File: src/rtl/fetch_queue.sv
// fetch_queue: instruction prefetch queue feeding the x86 decoder.
// Fetches aligned 32-bit little-endian words into a circular byte queue and
// presents a registered window of up to WINDOW_BYTES bytes with its address.
// Optional feature macro: FETCH_QUEUE_UNALIGNED_EN -- honour the low two bits
// of the start address (the first word contributes only bytes s..3).
module fetch_queue #(
  parameter int QUEUE_BYTES  = 16,
  parameter int WINDOW_BYTES = 8
) (
  input  logic                      i_clk,
  input  logic                      i_reset,
  input  logic                      i_start,
  input  logic [31:0]               i_start_addr,
  output logic                      o_mem_req,
  output logic [31:0]               o_mem_addr,
  input  logic                      i_mem_ack,
  input  logic [31:0]               i_mem_data,
  output logic [8*WINDOW_BYTES-1:0] o_win_bytes,
  output logic [3:0]                o_win_count,
  output logic [31:0]               o_win_addr,
  input  logic [3:0]                i_consume,
  output logic                      o_busy,
  output logic                      o_err
);

`ifdef FETCH_QUEUE_UNALIGNED_EN
  localparam bit UNALIGNED_EN = 1'b1;
`else
  localparam bit UNALIGNED_EN = 1'b0;
`endif

  localparam int PTR_W = $clog2(QUEUE_BYTES);
  localparam int CNT_W = PTR_W + 1;

  typedef enum logic {S_IDLE, S_RUN} state_t;

  state_t               state;
  logic [7:0]           q      [QUEUE_BYTES];
  logic [7:0]           q_next [QUEUE_BYTES];
  logic [PTR_W-1:0]     head, tail;
  logic [CNT_W-1:0]     count;
  logic [1:0]           skip;     // leading bytes of the next word to drop

  logic                      run, ack_ok, over;
  logic [3:0]                take;
  logic [2:0]                n_app;
  logic [PTR_W-1:0]          head_nx, tail_nx;
  logic [CNT_W-1:0]          count_nx;
  logic [3:0]                win_cnt_nx;
  logic [8*WINDOW_BYTES-1:0] win_bytes_nx;

  function automatic logic [7:0] word_byte(input logic [31:0] w, input logic [1:0] sel);
    return w[8*sel +: 8];
  endfunction

  // Next queue contents, pointers and window as they will be after this edge.
  // NOTE: every always_comb output gets a default before any branch so no latch is inferred.
  always_comb begin
    run    = (state == S_RUN);
    ack_ok = run && o_mem_req && i_mem_ack && !i_start;
    over   = run && (i_consume > o_win_count);
    take   = !run ? 4'd0 : (over ? o_win_count : i_consume);
    n_app  = ack_ok ? 3'(3'd4 - {1'b0, skip}) : 3'd0;

    q_next = q;
    for (int j = 0; j < 4; j++) begin
      if (3'(j) < n_app)
        q_next[tail + PTR_W'(j)] = word_byte(i_mem_data, skip + 2'(j));
    end

    head_nx  = head + PTR_W'(take);
    tail_nx  = tail + PTR_W'(n_app);
    count_nx = count - CNT_W'(take) + CNT_W'(n_app);

    win_cnt_nx = (count_nx > CNT_W'(WINDOW_BYTES)) ? 4'(WINDOW_BYTES) : 4'(count_nx);

    win_bytes_nx = '0;
    for (int k = 0; k < WINDOW_BYTES; k++) begin
      if (4'(k) < win_cnt_nx)
        win_bytes_nx[8*k +: 8] = q_next[head_nx + PTR_W'(k)];
    end
  end

  // Queue storage: written only by appends, bytes beyond count are masked out.
  // NOTE: the byte array has no reset; stale bytes are never visible because the window masks by count.
  always_ff @(posedge i_clk) begin
    q <= q_next;
  end

  // Control FSM with registered request, window and status outputs.
  // NOTE: all state here uses non-blocking assignments so every flop samples pre-edge values.
  always_ff @(posedge i_clk) begin
    if (i_reset) begin
      state       <= S_IDLE;
      o_mem_req   <= 1'b0;
      o_mem_addr  <= '0;
      o_win_bytes <= '0;
      o_win_count <= '0;
      o_win_addr  <= '0;
      o_busy      <= 1'b0;
      o_err       <= 1'b0;
      head        <= '0;
      tail        <= '0;
      count       <= '0;
      skip        <= '0;
    end else if (i_start) begin
      // Flush and restart; any ack in this cycle belongs to the old stream.
      state       <= S_RUN;
      o_busy      <= 1'b1;
      o_mem_req   <= 1'b0;
      o_mem_addr  <= {i_start_addr[31:2], 2'b00};
      o_win_bytes <= '0;
      o_win_count <= '0;
      o_win_addr  <= UNALIGNED_EN ? i_start_addr : {i_start_addr[31:2], 2'b00};
      o_err       <= 1'b0;
      head        <= '0;
      tail        <= '0;
      count       <= '0;
      skip        <= UNALIGNED_EN ? i_start_addr[1:0] : 2'b00;
    end else if (run) begin
      head        <= head_nx;
      tail        <= tail_nx;
      count       <= count_nx;
      o_win_bytes <= win_bytes_nx;
      o_win_count <= win_cnt_nx;
      o_win_addr  <= o_win_addr + 32'(take);
      if (over)
        o_err <= 1'b1;
      if (ack_ok) begin
        o_mem_req  <= 1'b0;
        o_mem_addr <= o_mem_addr + 32'd4;
        skip       <= 2'b00;
      end else if (!o_mem_req &&
                   ((CNT_W'(QUEUE_BYTES) - count_nx) >= CNT_W'(4))) begin
        o_mem_req <= 1'b1;
      end
    end
  end

endmodule
File: config.mk
export PLATFORM = sky130hd
export DESIGN_NAME = fetch_queue
export DESIGN_NICKNAME = d
export VERILOG_FILES = /design/src/rtl/fetch_queue.sv
export SDC_FILE = /design/constraint.sdc
export NUM_CORES = 1
export LEC_CHECK = 0
export BUFFER_PORTS_ARGS = -buffer_cell sky130_fd_sc_hd__buf_2
export CAP_MARGIN = 20
export CELL_PAD_IN_SITES_DETAIL_PLACEMENT = 1
export CELL_PAD_IN_SITES_GLOBAL_PLACEMENT = 1
export CORE_MARGIN = 2
export CORE_UTILIZATION = 50
export CTS_BUF_LIST = sky130_fd_sc_hd__clkbuf_16
export DETAILED_ROUTE_END_ITERATION = 6
export GPL_ROUTABILITY_DRIVEN = 1
export PLACE_DENSITY = 0.87
export SYNTH_ARGS = -nofsm -noshare
export SYNTH_HDL_FRONTEND = slang
export SYNTH_SLANG_ARGS = --single-unit
File: constraint.sdc
create_clock -name i_clk -period 15.9 [get_ports i_clk]
set_clock_uncertainty 0.1 [all_clocks]
set_input_delay 1.59 -clock i_clk [delete_from_list [all_inputs] [get_ports i_clk]]
set_output_delay 1.59 -clock i_clk [all_outputs]
set_load 0.05 [all_outputs]
==> flow_metrics.env, run 1 <==
export IMPL_status="completed"
export IMPL_track_usage_pct=32.44
export IMPL_ys_seq_elements=272
export IMPL_fin_crit_sh_pct=44.20
export IMPL_clock_fmax_mhz=142.3
export IMPL_drc=0
export IMPL_first_pass_iters=7
export IMPL_ys_async_sr_fraction_pct=0
export IMPL_initial_core_util_pct=50.33
export IMPL_fp_coreArea_um2=31310
export IMPL_via_count=13730
export IMPL_rrSetupSlack_ps=9520
export IMPL_grt_pass1_vias=14270
export IMPL_avgSynthCellArea_um2=10.26
export IMPL_grt_pass1_wl_um=83300
export IMPL_finalMaxSlewViolations=0
export IMPL_min_period_ps=7028
export IMPL_final_common_cell="dfxtp_1"
export IMPL_relSlewSlack_pct=16.37
export IMPL_drive_above_1_share_pct=25.78
export IMPL_rsz0062_at_grt="false"
export IMPL_fin_nets=1807
export IMPL_clock_root_buffer="clkbuf_16"
export IMPL_clock_latency_ps=570
export IMPL_grt_antenna_before_repair=4
export IMPL_die_w_um=181.5
export IMPL_clock_sinks=272
export IMPL_r2r_start="o_win_count[2]"
export IMPL_power_frac_comb_pct=19.7
export IMPL_switchingPower_w=0.0005506
export IMPL_finalNonFillerCells=2131
export IMPL_most_common_layout_cells="dfxtp_1, mux2i_1, buf_2"
export IMPL_hold_violations=0
export IMPL_setup_tns_final_ps=0
export IMPL_swShare_pct=30.76
export IMPL_synth_area_um2=15760
export IMPL_tightest_slew_ps=1252
export IMPL_pwr_share_seq_pct=40.9
export IMPL_p_leak_nw=8.512
export IMPL_synth_ff_type="dfxtp_1"
export IMPL_slowest_delay_ps=910
export IMPL_whs_path_depth=2
export IMPL_numPortBuffers=202
export IMPL_crit_buf_inv=5
export IMPL_yosysUniqueCellTypes=57
export IMPL_drv_cap=0
export IMPL_cp_arrival_ps=7370
export IMPL_ir_worst_vdd_mv=0.08641
export IMPL_antenna_left=0
export IMPL_critPathSlowestCell="xnor2_4"
export IMPL_r2r_end="o_win_bytes[56]"
export IMPL_yosys_warnings=0
export IMPL_clk_pin_slew_worst_paths_ps=60
export IMPL_grt_max_degree=51
export IMPL_ctsResizeCount=0
export IMPL_n_fill_cell=3448
export IMPL_rows=65
export IMPL_end_kind="flop"
export IMPL_crit_family="buffers and inverters"
export IMPL_dpl_cell_count=2070
export IMPL_path_cells="buf_2 -> ha_1 -> o21ai_0 -> a21oi_1 -> o21ai_2 -> inv_1 -> nand2_1 -> a21boi_0 -> ha_4 -> fa_1 -> buf_4 -> inv_1 -> buf_4 -> ha_1 -> xnor2_4 -> mux4_2 -> a22oi_1 -> nand2_1"
export IMPL_synth_top_cell_area_share_pct=34.56
export IMPL_worstSetupStartpointType="input port"
export IMPL_min_delay_start="o_win_bytes[57]"
export IMPL_drtIter0Drc=1326
export IMPL_cp_startpoint="i_consume[2]"
export IMPL_io_pins=207
export IMPL_dp_hpwl_um=37490
export IMPL_synth_area_leaders="dfxtp_1, mux4_2, mux2i_1"
export IMPL_clk_path_buf_depth=3
export IMPL_htreeDepth=1
export IMPL_synth_edf_count=0
export IMPL_required_ps=16250
export IMPL_p_int_w=0.001239
export IMPL_area_growth_syn_to_layout_pct=14.92
export IMPL_synth_seq_area_share_pct=34.56
export IMPL_hp_class="reg -> reg"
export IMPL_worstHoldEndpoint="o_win_bytes[57]"
export IMPL_finalSetupViolCount=0
export IMPL_routed_wl_um=54940
export IMPL_post_cts_buffers=0
export IMPL_vias_per_cell=6.443
export IMPL_synth_cells=1536
export IMPL_ctsHoldBuffers=0
export IMPL_power_density_nw_per_um2=98.85
export IMPL_die_h_um=181.5
export IMPL_wl_per_cell_um=25.78
export IMPL_synth_largest_area_cell="dfxtp_1"
export IMPL_criticalPathCategory="in -> reg"
export IMPL_cts_tree="done"
export IMPL_dieArea_um2=32950
export IMPL_clock_power_share_pct=39.4
export IMPL_finalWeightedCongestion=0.8880
export IMPL_crit_fanout=42
export IMPL_reg2reg_depth=18
export IMPL_gr_total_overflow=0
export IMPL_numCtsBuffers=31
[kinds of logic after synthesis]
| family | share of synthesized area [%] |
|---|---|
| other cells | 0.02380 |
| mux | 33.31 |
| flops | 34.56 |
| compound gates | 9.528 |
| simple gates | 9.171 |
| buf+inv | 5.963 |
| xor+xnor | 4.717 |
| fa+ha+maj | 2.732 |
[final cells by class]
cell class / instances / area (µm²) / share of cell area (%)
diodes: 3 / 7.507 / 0.04146
clock buffers: 31 / 775.7 / 4.284
clock inverters: 25 / 207.7 / 1.147
inverters: 145 / 544.3 / 3.006
multi-input cells: 1031 / 9455 / 52.21
flip-flops and latches: 272 / 5446 / 30.08
well taps: 402 / 503.0 / 2.778
repair buffers: 222 / 1169 / 6.453
[worst reg2reg max path: cells and delay by family (launching register included)]
family / cells / cell delay (ps)
XOR/XNOR: 1 / 910
AND/OR/NAND/NOR: 2 / 190
buffers and inverters: 5 / 1540
flip-flops: 1 / 380
multiplexers: 1 / 660
adder cells (fa/ha/maj): 4 / 1390
AO/OA/AOI/OAI: 5 / 1110
[cells in the mapped netlist, types with 16 or more instances]
| cell type | number |
|---|---|
| a211oi_1 | 16 |
| a21oi_1 | 57 |
| a22oi_1 | 69 |
| buf_1 | 17 |
| clkbuf_1 | 50 |
| dfxtp_1 | 272 |
| ha_1 | 28 |
| inv_1 | 141 |
| mux2_2 | 39 |
| mux2i_1 | 224 |
| mux4_2 | 114 |
| nand2_1 | 169 |
| nand3_1 | 16 |
| nor2_1 | 71 |
| o21ai_0 | 21 |
| o21bai_1 | 17 |
| xnor2_1 | 29 |
| xor2_1 | 36 |
[worst max-delay path by stage]
stage	endpoint	slack, ps	cells past startpoint
CTS	o_win_bytes[27]	9020	18
finish	o_win_bytes[56]	8870	18
floorplan	o_win_bytes[31]	9310	18
global placement	o_win_bytes[27]	8630	18
detailed placement	o_win_bytes[27]	8440	18
global route	o_win_bytes[27]	8610	18
[stage by stage]
step                      hold slack (ps)  area, µm²  total power (W)  utilization (%)  setup WS, ps
after floorplan                     339.0      15760        0.0009917                -          9307
after global placement              322.5      17100         0.001067            54.60          8626
after detailed placement            326.9      17100         0.001086            54.60          8441
after CTS                           339.9      18080         0.001789            57.74          9022
after global routing                360.7      18100         0.001846            57.82          8612
final                               341.2      18110         0.001790            57.83          8872
[flip-flops by register name, indices dropped and copies added (netlist names), 2 cells and up]
register,cells
count,5
head,4
o_mem_addr,30
o_win_addr,32
o_win_bytes,64
o_win_count,4
q,128
tail,2
[per-layer routing]
| layer | share of wire [%] | global-route usage, % |
|---|---|---|
| met1 | 39 | 40.62 |
| met4 | 5.0 | 15.45 |
| met5 | 0 | 0 |
| met2 | 47 | 53.87 |
| met3 | 9.3 | 6.558 |
[power groups by stage]
stage | Sequential, W | Clock [W] | Combinational (W)
6_report | 0.000733 | 0.000704 | 0.000353
3_3_place_gp | 0.000745 | 0 | 0.000322
3_5_place_dp | 0.000747 | 0 | 0.000338
4_1_cts | 0.000733 | 0.000712 | 0.000344
5_1_grt | 0.000736 | 0.000741 | 0.000369
2_1_floorplan | 0.000788 | 0 | 0.000204
(Power assumes the default switching activity.)
==> inputs of run 2 (changes only) <==
ABC_AREA = 1   (was unset)
CORE_UTILIZATION = 41   (was 50)
PLACE_DENSITY = 0.81   (was 0.87)
clock period = 7.35 ns   (was 15.9 ns; I/O delays follow)
==> run 2 against run 1 <==
  * The run now ends with design-rule violations left
  * Die area is 53% higher
  * Non-clock buffer count rose by 9
  * Sequential share of layout area down 5.7 points
  * Critical path depth stayed put
  * First-iteration DRC count grew 31%
  * Sequential power is 120% higher
  * Wire length up 57%
  * Area after synthesis grew 26%
  * Highest routed layer is now met5
==> flow_metrics.env, run 2 <==
export IMPL_hp_class="reg -> reg"
export IMPL_tightest_slew_ps=1058
export IMPL_min_period_ps=5430
export IMPL_clock_fmax_mhz=184.1
export IMPL_power_frac_comb_pct=33.9
export IMPL_required_ps=7730
export IMPL_r2r_end="o_win_bytes[58]"
export IMPL_synth_seq_area_share_pct=27.39
export IMPL_largest_reg_flops=128
export IMPL_die_w_um=224.2
export IMPL_status="finished, violations left"
export IMPL_rsz0062_at_grt="false"
export IMPL_yosysUniqueCellTypes=44
export IMPL_synth_top_cell_area_share_pct=27.66
export IMPL_cp_arrival_ps=5810
export IMPL_synth_largest_area_cell="nand2_1"
export IMPL_rrSetupSlack_ps=1920
export IMPL_clock_power_share_pct=34.8
export IMPL_clk_pin_slew_worst_paths_ps=70
export IMPL_synth_edf_count=0
export IMPL_worstHoldEndpoint="o_err"
export IMPL_top_register="q"
export IMPL_worstSetupStartpointType="flop"
export IMPL_p_leak_nw=12.08
export IMPL_finalWeightedCongestion=0.9257
export IMPL_avgSynthCellArea_um2=5.627
export IMPL_grt_pass1_wl_um=132300
export IMPL_power_density_nw_per_um2=234.0
export IMPL_min_delay_start="o_err"
export IMPL_grt_max_degree=158
export IMPL_ys_seq_elements=272
export IMPL_drive_above_1_share_pct=9.276
export IMPL_wl_per_cell_um=20.28
export IMPL_synth_area_um2=19880
export IMPL_criticalPathCategory="reg -> reg"
export IMPL_switchingPower_w=0.002175
export IMPL_violations="design-rule violations"
export IMPL_gr_total_overflow=0
export IMPL_synth_cells=3533
export IMPL_synth_area_leaders="nand2_1, dfxtp_1, nand3_1"
export IMPL_finalMaxSlewViolations=0
export IMPL_vias_per_cell=5.534
export IMPL_ir_worst_vdd_mv=0.1812
export IMPL_post_cts_buffers=0
export IMPL_synth_top_family_by_area="simple AND/OR/NAND/NOR gates"
export IMPL_yosys_area_share_simple_pct=50.29
export IMPL_htreeDepth=2
export IMPL_hold_violations=0
export IMPL_yosysMostFrequentCell="nand2_1"
export IMPL_rows=80
export IMPL_numPortBuffers=202
export IMPL_first_pass_iters=7
export IMPL_muxShareOfSynthArea_pct=0
export IMPL_synth_ff_type="dfxtp_1"
export IMPL_synth_compound_area_share_pct=7.427
export IMPL_fin_nets=3720
export IMPL_numCtsBuffers=36
export IMPL_ctsResizeCount=0
export IMPL_swShare_pct=41.66
export IMPL_grt_pass1_vias=22970
export IMPL_fp_coreArea_um2=47850
export IMPL_die_h_um=224.2
export IMPL_clock_sinks=272
export IMPL_yosys_warnings=0
export IMPL_reg2reg_depth=18
export IMPL_cts_tree="done"
export IMPL_io_pins=207
export IMPL_most_common_layout_cells="nand2_1, nand3_1, inv_1"
export IMPL_r2r_start="o_win_count[3]"
export IMPL_grt_antenna_before_repair=6
export IMPL_dieArea_um2=50260
export IMPL_initial_core_util_pct=41.55
export IMPL_p_total_w=0.005221
export IMPL_clock_root_buffer="clkbuf_16"
export IMPL_yosys_area_share_xor_xnor_pct=1.441
export IMPL_ctsHoldBuffers=0
export IMPL_finalSetupViolCount=0
export IMPL_drtIter0Drc=1735
export IMPL_yosys_top_cells_count="nand2_1, nand3_1, inv_1"
export IMPL_relSlewSlack_pct=29.21
export IMPL_area_growth_syn_to_layout_pct=12.24
export IMPL_fin_crit_sh_pct=73.88
export IMPL_via_count=23580
export IMPL_largest_registers="q (128), o_win_bytes (64), o_win_addr (32)"
export IMPL_p_int_w=0.003046
export IMPL_drc=4
export IMPL_dp_hpwl_um=62090
export IMPL_final_common_cell="nand2_1"
export IMPL_antenna_left=0
export IMPL_setup_tns_final_ps=0
export IMPL_track_usage_pct=33.84
export IMPL_yosys_area_share_adder_pct=2.165
export IMPL_clk_path_buf_depth=3
export IMPL_ys_async_sr_fraction_pct=0
export IMPL_end_kind="flop"
export IMPL_routed_wl_um=86430
export IMPL_clock_latency_ps=560
export IMPL_drv_cap=0
export IMPL_pwr_share_seq_pct=31.3
export IMPL_whs_path_depth=2
export IMPL_crit_fanout=33
## run 2: changes by cell type after synthesis, sizes merged, moves of 28 or more
| cell | before | now |
|---|---|---|
| and2 | 4 | 32 |
| nand2 | 169 | 1475 |
| mux2 | 39 | 0 |
| mux4 | 114 | 0 |
| a21oi | 57 | 111 |
| mux2i | 224 | 0 |
| a22oi | 69 | 0 |
| nand3 | 16 | 684 |
| buf | 39 | 109 |
| o21ai | 22 | 106 |
| inv | 144 | 377 |
| a31oi | 3 | 46 |
| clkbuf | 50 | 78 |
## run 2: final cells by class
class	instances	area [µm²]
fill	6957	25530
multi-input combinational	2697	12230
sequential	272	5446
inverter	378	1424
timing repair buffer	231	1254
clock buffer	37	925.9
tap	615	769.5
clock inverter	29	256.5
antenna	2	5.005
## run 2: cell families (layout without fill, tap and decap cells)
group | Yosys count | count (layout)
simple gates | 2356 | 2356
other cells | 1 | 4
flops | 272 | 272
fa+ha+maj | 32 | 32
xor+xnor | 31 | 31
buf+inv | 565 | 675
compound gates | 276 | 276
## run 2: worst max-delay path by stage
stage	slack, ps	cells after the start	to	start
after floorplan	2740	21	o_win_bytes[14]	run
after global placement	1680	19	o_win_bytes[31]	i_consume[3]
after detailed placement	1600	19	o_win_bytes[31]	i_consume[3]
after CTS	2000	19	o_win_bytes[31]	o_win_count[3]
after global routing	1590	18	o_win_bytes[58]	o_win_count[3]
final	1920	18	o_win_bytes[58]	o_win_count[3]
## run 2: layer usage
metal  part of all wire, %  routed length, µm  track usage, %  up-vias
li1                      -                  -               -    11430
met1                    43              37210           43.26    11260
met2                    45              38480           54.26      692
met3                   5.4               4689           4.014      203
met4                   7.0               6051           21.51        2
met5                0.0093                  8               0        -
## run 2: stage by stage
step	instances	cell area (µm²)	hold slack (ps)	util, %	worst slack, ps
after floorplan	3534	19880	341.1	-	2739
after global placement	4192	21100	336.6	44.11	1679
after detailed placement	4193	21120	344.1	44.15	1597
after CTS	4259	22310	354.4	46.62	1996
after global routing	4261	22310	383.7	46.63	1589
final	4261	22310	352.0	46.63	1920
## run 2: power by group through the flow
stage               Clock [W]  Sequential [W]  Combinational [W]
global placement            0         0.00166            0.00170
floorplan                   0         0.00183           0.000970
detailed placement          0         0.00167            0.00173
finish                0.00182         0.00164            0.00177
global route          0.00190         0.00165            0.00191
CTS                   0.00184         0.00163            0.00174
## run 2: worst max-delay path: stages (launching register included)
cell and delay (ps):
dfxtp_1 380, inv_1 70, ha_1 310, nand2_1 90, nor2_1 60, nor2_2 130, nand2_2 140, o21ai_0 790
fa_2 640, inv_2 420, ha_1 300, xnor2_2 120, buf_4 360, inv_1 550, nand2_1 220, nand2_1 70
nand2_1 60, nand3_1 270, a21oi_1 240
==> inputs of run 3 (changes only) <==
CORE_UTILIZATION = 37   (was 41)
PLACE_DENSITY = 0.78   (was 0.81)
clock period = 4.5 ns   (was 7.35 ns; I/O delays follow)
==> run 3 against run 2 <==
  * The flow now finishes without violations
  * Worst setup slack worse by 1600 ps
  * Sequential share of layout area fell by 0.66 points
  * Maximum frequency grew 28%
  * Design area up 2.9%
  * Critical endpoint is now o_win_bytes[40]
==> flow_metrics.env, run 3 (synthesis gave the netlist of run 2 again) <==
export IMPL_finalNonFillerCells=4378
export IMPL_p_total_w=0.008867
export IMPL_grt_pass1_wl_um=133800
export IMPL_vias_per_cell=5.445
export IMPL_clock_latency_ps=580
export IMPL_r2r_end="o_win_bytes[40]"
export IMPL_track_usage_pct=30.68
export IMPL_finalWeightedCongestion=0.9679
export IMPL_initial_core_util_pct=37.60
export IMPL_largest_reg_flops=128
export IMPL_drv_cap=0
export IMPL_first_pass_iters=5
export IMPL_top_register="q"
export IMPL_clk_pin_slew_worst_paths_ps=60
export IMPL_hp_class="in -> reg"
export IMPL_crit_fanout=32
export IMPL_drtIter0Drc=1812
export IMPL_routed_wl_um=87810
export IMPL_wl_per_cell_um=20.06
export IMPL_die_h_um=235.8
export IMPL_gr_total_overflow=0
export IMPL_dp_hpwl_um=64400
export IMPL_numCtsBuffers=38
export IMPL_p_leak_nw=12.40
export IMPL_ctsResizeCount=0
export IMPL_power_density_nw_per_um2=386.3
export IMPL_grt_max_degree=129
export IMPL_setup_tns_final_ps=0
export IMPL_ctsHoldBuffers=0
export IMPL_reg2reg_depth=22
export IMPL_finalMaxSlewViolations=0
export IMPL_relSlewSlack_pct=38.95
export IMPL_dpl_cell_count=4310
export IMPL_largest_registers="q (128), o_win_bytes (64), o_win_addr (32)"
export IMPL_post_cts_buffers=0
export IMPL_area_growth_syn_to_layout_pct=15.48
export IMPL_via_count=23840
export IMPL_numPortBuffers=202
export IMPL_finalCoreUtilization_pct=43.43
export IMPL_worstSetupStartpointType="flop"
export IMPL_grt_pass1_vias=23000
export IMPL_antenna_left=0
export IMPL_rrSetupSlack_ps=270
export IMPL_rows=84
export IMPL_fp_coreArea_um2=52870
export IMPL_dieArea_um2=55600
export IMPL_clock_fmax_mhz=236.5
export IMPL_most_common_layout_cells="nand2_1, nand3_1, inv_1"
export IMPL_htreeDepth=2
export IMPL_final_common_cell="nand2_1"
export IMPL_finalSetupViolCount=0
export IMPL_required_ps=4830
export IMPL_r2r_start="o_win_count[3]"
export IMPL_min_period_ps=4228
export IMPL_clock_sinks=272
export IMPL_end_kind="flop"
export IMPL_io_pins=207
export IMPL_fin_crit_sh_pct=93.96
export IMPL_cts_tree="done"
export IMPL_fin_nets=3766
export IMPL_grt_antenna_before_repair=4
export IMPL_worstHoldEndpoint="o_mem_addr[11]"
export IMPL_tightest_slew_ps=915.8
export IMPL_die_w_um=235.8
export IMPL_clk_path_buf_depth=3
export IMPL_status="completed"
export IMPL_min_delay_start="i_start_addr[11]"
export IMPL_drc=0
export IMPL_ir_worst_vdd_mv=0.2957
export IMPL_hold_violations=0
export IMPL_criticalPathCategory="reg -> reg"
export IMPL_drive_above_1_share_pct=10.57
export IMPL_clock_root_buffer="clkbuf_16"
export IMPL_cp_arrival_ps=4550
export IMPL_whs_path_depth=3
export IMPL_num_antenna_cells=0
-- run 3: report_power, final --
| group | switching, W | internal, W | total (W) |
|---|---|---|---|
| clock network | 0.00126 | 0.00192 | 0.00318 |
| registers | 0.000120 | 0.00256 | 0.00268 |
| logic | 0.00224 | 0.000771 | 0.00301 |
-- run 3: how the worst max path moves through the flow --
stage / startpoint / endpoint / slack (ps) / cells after the start
CTS: o_win_count[3] / o_win_bytes[36] / 190 / 20
global route: o_win_count[3] / o_win_bytes[11] / -6 / 22
detailed placement: i_consume[3] / o_win_bytes[39] / 160 / 20
global placement: i_consume[3] / o_win_bytes[36] / 270 / 20
floorplan: run / o_win_bytes[14] / 70 / 21
finish: o_win_count[3] / o_win_bytes[40] / 270 / 22
-- run 3: stage by stage --
stage	worst slack (ps)	hold WS [ps]	area, µm²
floorplan	66.06	341.1	19890
global route	-5.899	109.1	22960
detailed placement	164.2	355.3	21660
CTS	194.5	75.16	22940
global placement	268.3	349.6	21660
finish	271.8	90.23	22960
-- run 3: routing by layer --
metal	vias up	GRT usage, %	wire length [µm]
li1	11520	-	-
met5	-	0	23
met3	232	5.079	4963
met1	11410	38.00	37440
met4	4	18.45	5787
met2	671	50.05	39600
-- run 3: cell type report --
cell class,count,area [µm²]
fillers,7483,29910
multi-input cells,2697,12250
flip-flops and latches,272,5451
repair buffers,275,1697
inverters,378,1424
clock buffers,39,975.9
well taps,688,860.8
clock inverters,29,302.8
-- run 3: critical path, stage by stage, from the launching register on --
cell and delay [ps]:
dfxtp_2 350, inv_1 80, ha_1 310, nand2_1 90, inv_1 40, nand2_1 50, nand2_1 70, nand2_2 150
o21ai_0 100, a21oi_1 300, ha_4 190, fa_2 520, inv_2 180, ha_1 280, inv_1 120, buf_12 260
nand3_1 110, nand2_1 310, nand2_1 90, nand2_1 100, nand2_1 60, nand3_1 100, a21oi_1 80
